File: src/rtl/imm_gen_if.sv
// Decode-stage immediate bus: format select and instruction bits in, assembled immediate out.
interface imm_gen_if;
  logic [2:0]  imm_sel;
  logic [31:7] inst;
  logic [31:0] imm;

  modport master (output imm_sel, output inst, input imm);
  modport slave  (input imm_sel, input inst, output imm);
endinterface

File: src/rtl/imm_gen.sv
// RV32I immediate generator: reassembles and sign-extends the instruction immediate.
// Define IMMGEN_REG_OUT_EN to register the output (1-cycle latency, async clear on rst_n).
module imm_gen (
  input  logic      clk,
  input  logic      rst_n,
  imm_gen_if.slave  bus
);

  typedef enum logic [2:0] {
    SEL_I = 3'b000,
    SEL_S = 3'b001,
    SEL_B = 3'b010,
    SEL_U = 3'b011,
    SEL_J = 3'b100,
    SEL_Z = 3'b101
  } imm_sel_e;

  logic        sign;
  logic [31:0] imm_d;

  assign sign = bus.inst[31];

  // Unknown or reserved selects fall to the default and produce zero.
  always_comb begin
    imm_d = 32'h0000_0000;
    case (bus.imm_sel)
      SEL_I: imm_d = {{20{sign}}, bus.inst[31:20]};
      SEL_S: imm_d = {{20{sign}}, bus.inst[31:25], bus.inst[11:7]};
      SEL_B: imm_d = {{19{sign}}, sign, bus.inst[7], bus.inst[30:25],
                      bus.inst[11:8], 1'b0};
      SEL_U: imm_d = {bus.inst[31:12], 12'h000};
      SEL_J: imm_d = {{11{sign}}, sign, bus.inst[19:12], bus.inst[20],
                      bus.inst[30:21], 1'b0};
      SEL_Z: imm_d = {27'b0, bus.inst[19:15]};
      default: imm_d = 32'h0000_0000;
    endcase
  end

`ifdef IMMGEN_REG_OUT_EN
  logic [31:0] imm_q;

  always_ff @(posedge clk or negedge rst_n) begin
    if (!rst_n) begin
      imm_q <= 32'h0000_0000;
    end else begin
      imm_q <= imm_d;
    end
  end

  assign bus.imm = imm_q;
`else
  // Clock and reset are only needed by the registered build.
  logic unused_clk_rst;
  assign unused_clk_rst = clk ^ rst_n;

  assign bus.imm = imm_d;
`endif

endmodule

File: src/flat_wrapper.sv
// flat-port wrapper written by rule: the top's interface ports become plain ports
module imm_gen_flat 
  (clk, rst_n, bus_imm_sel, bus_inst, bus_imm);
  imm_gen_if bus_i ();
  input  logic clk;
  input  logic rst_n;
  input wire logic [$bits(bus_i.imm_sel)-1:0] bus_imm_sel;
  input wire logic [$bits(bus_i.inst)-1:0] bus_inst;
  output wire logic [$bits(bus_i.imm)-1:0] bus_imm;
  assign bus_i.imm_sel = bus_imm_sel;
  assign bus_i.inst = bus_inst;
  assign bus_imm = bus_i.imm;
  imm_gen u_core (.clk(clk), .rst_n(rst_n), .bus(bus_i));
endmodule
File: config.mk
export PLATFORM = sky130hd
export DESIGN_NAME = imm_gen_flat
export DESIGN_NICKNAME = d
export VERILOG_FILES = /design/src/rtl/imm_gen_if.sv /design/src/rtl/imm_gen.sv /design/src/flat_wrapper.sv
export SDC_FILE = /design/constraint.sdc
export NUM_CORES = 1
export LEC_CHECK = 0
export ABC_AREA = 1
export CORE_ASPECT_RATIO = 1.4
export CORE_MARGIN = 1.5
export CORE_UTILIZATION = 30
export DETAILED_ROUTE_END_ITERATION = 6
export PLACE_DENSITY = 0.84
export SYNTH_ARGS = -nofsm -noshare
export SYNTH_HDL_FRONTEND = slang
export SYNTH_SLANG_ARGS = --single-unit
File: constraint.sdc
create_clock -name vclk -period 3.2
set_input_delay 0.64 -clock vclk [all_inputs]
set_output_delay 0.64 -clock vclk [all_outputs]
set_load 0.1 [all_outputs]
==> After elaboration in Yosys (flattened, before gate mapping) <==
Index checks and enable logic that the tools add are counted.
{ "classes": {"addsub": 0, "n_mul": 0, "div": 0, "magnitude_cmp": 0, "eq_ne": 5, "shifts": 0, "mux": 1, "n_bitwise": 0, "reduce_logical": 1} }
{ "op_table": {"columns": ["op", "n"], "rows": [
  ["32-bit one-hot mux with 6 select lines", 1],
  ["3-bit by 2-bit == test with 1-bit output, second input constant", 2],
  ["3-bit == test, second input constant", 2],
  ["3-bit by 1-bit == test with 1-bit output, second input constant", 1],
  ["3-bit zero test", 1]
]} }
{ "totals": {"reg_bits": 0, "latch_bits": 0, "mem_bits_rw": 0, "rom_bits": 0, "input_bits": 30, "output_inout_bits": 32, "memories": 0} }

==> Logic depth before layout (Yosys ltp) <==
{ "logic_depth": {"depth_word": 2, "depth_mapped": 7, "ltp_nobuf": 5} }

==> Worst setup path before layout <==
OpenSTA, ideal clock, no wires.
{ "synth_timing": {"path_kind": "input-to-output", "start": "input bus_imm_sel[1]", "end": "output bus_imm[31]", "arrival_time_ns": 3.107, "required_ns": 2.560, "path_slack_ns": -0.547, "path_stages": 4, "path_cell_list": "buf_6 -> inv_2 -> nand2_1 -> a21boi_0"} }
{ "synth_via": {"elab_chain_cells": 2, "word_cells_on_any_way": 7, "classes_between": "eq/ne: 5; mux: 1; reduce/logical: 1"} }
{ "synth_lines": {"columns": ["element", "line", "rtl"], "rows": [
  ["start, declared", "flat_wrapper.sv:7", "input wire logic [$bits(bus_i.imm_sel)-1:0] bus_imm_sel;"],
  ["3-bit == test, or another cell as far along", "imm_gen.sv:26", "case (bus.imm_sel)"],
  ["32-bit one-hot mux with 6 select lines (*)", "imm_gen.sv:26", null],
  ["end, declared", "flat_wrapper.sv:9", "output wire logic [$bits(bus_i.imm)-1:0] bus_imm;"]
]} }
Every way passes the cells marked *; elsewhere a longest branch is shown, timed or not.

==> Worst setup path in the final report <==
{ "layout_timing": {"start": "input bus_imm_sel[1]", "end": "output bus_imm[23]"} }
The elaborated chain is that of the path after synthesis.

==> flow_summary.json <==
{
  "synth_area_um2": 678,
  "seqPwrFrac": 0,
  "multiInputGateArea_um2": 520,
  "grt_start_max_net_pins": 18,
  "hold_path_startpoint": "bus_inst[23]",
  "final_common_cell": "nand2_1",
  "holdPathEnd": "bus_imm[10]",
  "final_layout_size_suffix_gt1_frac": 0.301,
  "critPathKind": "input port to primary output",
  "final_nets": 218,
  "grt-ovfl-total": 0,
  "ctsHoldBuffers": 0,
  "nClkBuffers": 0,
  "grt_pass1_wl_mm": 4.24,
  "hold_viol": 0,
  "seqCellArea_um2": 0,
  "crit_arrival_ns": 2.28,
  "antenna_found_initial": 0,
  "rows": 20,
  "grt_usage": 0.201,
  "final.min_clock_period_ns": 2.92,
  "start_util": 0.315,
  "wire_per_inst_um": 11.5,
  "die_w_um": 43.2,
  "synth.top_cell.area_share": 0.271,
  "first_global_vias": 1049,
  "period_share": 0.914,
  "setup_slack_ns": 0.277,
  "die_h_um": 59.3,
  "p_clk_frac": 0,
  "synthesis.instances": 129,
  "setup_violations": 0,
  "syn_avg_cell_area_um2": 5.26,
  "drt_first_pass_iters": 4,
  "peakVddDrop_mv": 0.187,
  "io_pins": 62,
  "synthesis.nets": 159,
  "crit_path_end_kind": "primary output",
  "routed-via-count": 1028,
  "finalMaxSlewViolations": 0,
  "wirelength_mm": 2.39,
  "via_per_inst": 4.94,
  "min_path_type": "input port to primary output",
  "final_util": 0.746,
  "cp-startpoint": "bus_imm_sel[1]",
  "intPower_mw": 0.187,
  "port_buffers": 60,
  "fp.coreArea_um2": 2150,
  "crit_path_start_kind": "input port",
  "drc": 0,
  "status": "finished, final reports clean",
  "ant_nets": 0,
  "p_leak_nw": 0.846,
  "place_ws_ns": 0.0884,
  "synth_cell_type_count": 17,
  "area_growth_pct": 137,
  "max_cap_violations": 0,
  "ys_warn_count": 0,
  "synth_top_area_cell": "nand2_1",
  "swShare": 0.653,
  "post_cts_buffers": 0,
  "hpwl_mm": 2.13,
  "synthTopCellsByArea": "nand2_1, nand4_1, inv_1, nand3_1, nor2_8",
  "power_frac_comb": 1.000,
  "drtIter0Drc": 20,
  "place_congestion": 0.837,
  "nFlopsAndLatches": 0,
  "diodes": 0,
  "die-area_um2": 2560,
  "slew_headroom": 0.630,
  "path_max_fanout": 12,
  "yosysSeqAreaShare": 0,
  "max_freq_ghz": 0.342,
  "critPathRequiredTime_ns": 2.56,
  "power_density_nw_per_um2": 336,
  "layout_common_cells": "nand2_1, buf_12, clkdlybuf4s50_1",
  "cts-resized-gates": 0,
  "fillers": 166,
  "power.switching_mw": 0.352,
  "rsz0062_at_grt": "no",
  "holdPathStages": 4,
  "hold_slack_ns": 1.98,
  "tightest_slew_ns": 0.553,
  "total_power_mw": 0.539,
  "setup_tns_ns": 0
}
==> synth_stat cells <==
master    instances
nand2_1          49
inv_1            21
nand4_1          18
nand3_1          13
nor2_2            6
buf_2             3
buf_6             3
buf_4             2
inv_2             2
inv_4             2
nand2_2           2
nand2_4           2
nor2_8            2
a21boi_0          1
nand2_8           1
nand3_2           1
nor2_1            1
==> critical path, cell delays in order <==
cell             delay (ns)
clkdlybuf4s50_1        0.67
inv_2                  0.25
nand3_2                0.23
nand2_1                0.14
inv_1                  0.04
nand2_1                0.10
buf_12                 0.19
==> metrics by stage <==
stage	instance area, um^2	std cells
finish	1610	208
global route	1610	208
CTS	1600	208
detailed placement	1600	208
global placement	1600	208
floorplan	678	129
==> power by group through the flow <==
stage	logic, mW	clock network (mW)	registers, mW
after global routing	0.558	0	0
after floorplan	0.330	0	0
after global placement	0.534	0	0
after CTS	0.541	0	0
after detailed placement	0.540	0	0
final	0.539	0	0
==> metal layers <==
layer | vias up | share of wire | wire (um) | global-route usage
met5 | - | 0 | 0 | 0
met4 | 0 | 0.0067 | 16 | 0.0476
met3 | 2 | 0.049 | 118 | 0.00915
met2 | 39 | 0.59 | 1410 | 0.424
met1 | 464 | 0.35 | 842 | 0.206
li1 | 523 | - | - | -
==> how the worst max path moves through the flow <==
stage               slack [ns]           to
CTS                       0.10  bus_imm[20]
finish                    0.28  bus_imm[23]
floorplan                 0.22  bus_imm[31]
global route              0.14  bus_imm[21]
global placement          0.19  bus_imm[20]
detailed placement        0.09  bus_imm[20]
==> cell type report <==
cell class	count	share of cell area
inverters	25	0.0616
well taps	22	0.0171
repair buffers	65	0.597
multi-input cells	96	0.324
==> logic make-up after synthesis <==
family,count (synthesis),share of synthesized area
and+or+nand+nor,95,0.749
AOI/OAI and AO/OA,1,0.0111
buffers and inverters,33,0.240
Note: power is estimated with default switching activity, not from simulation.
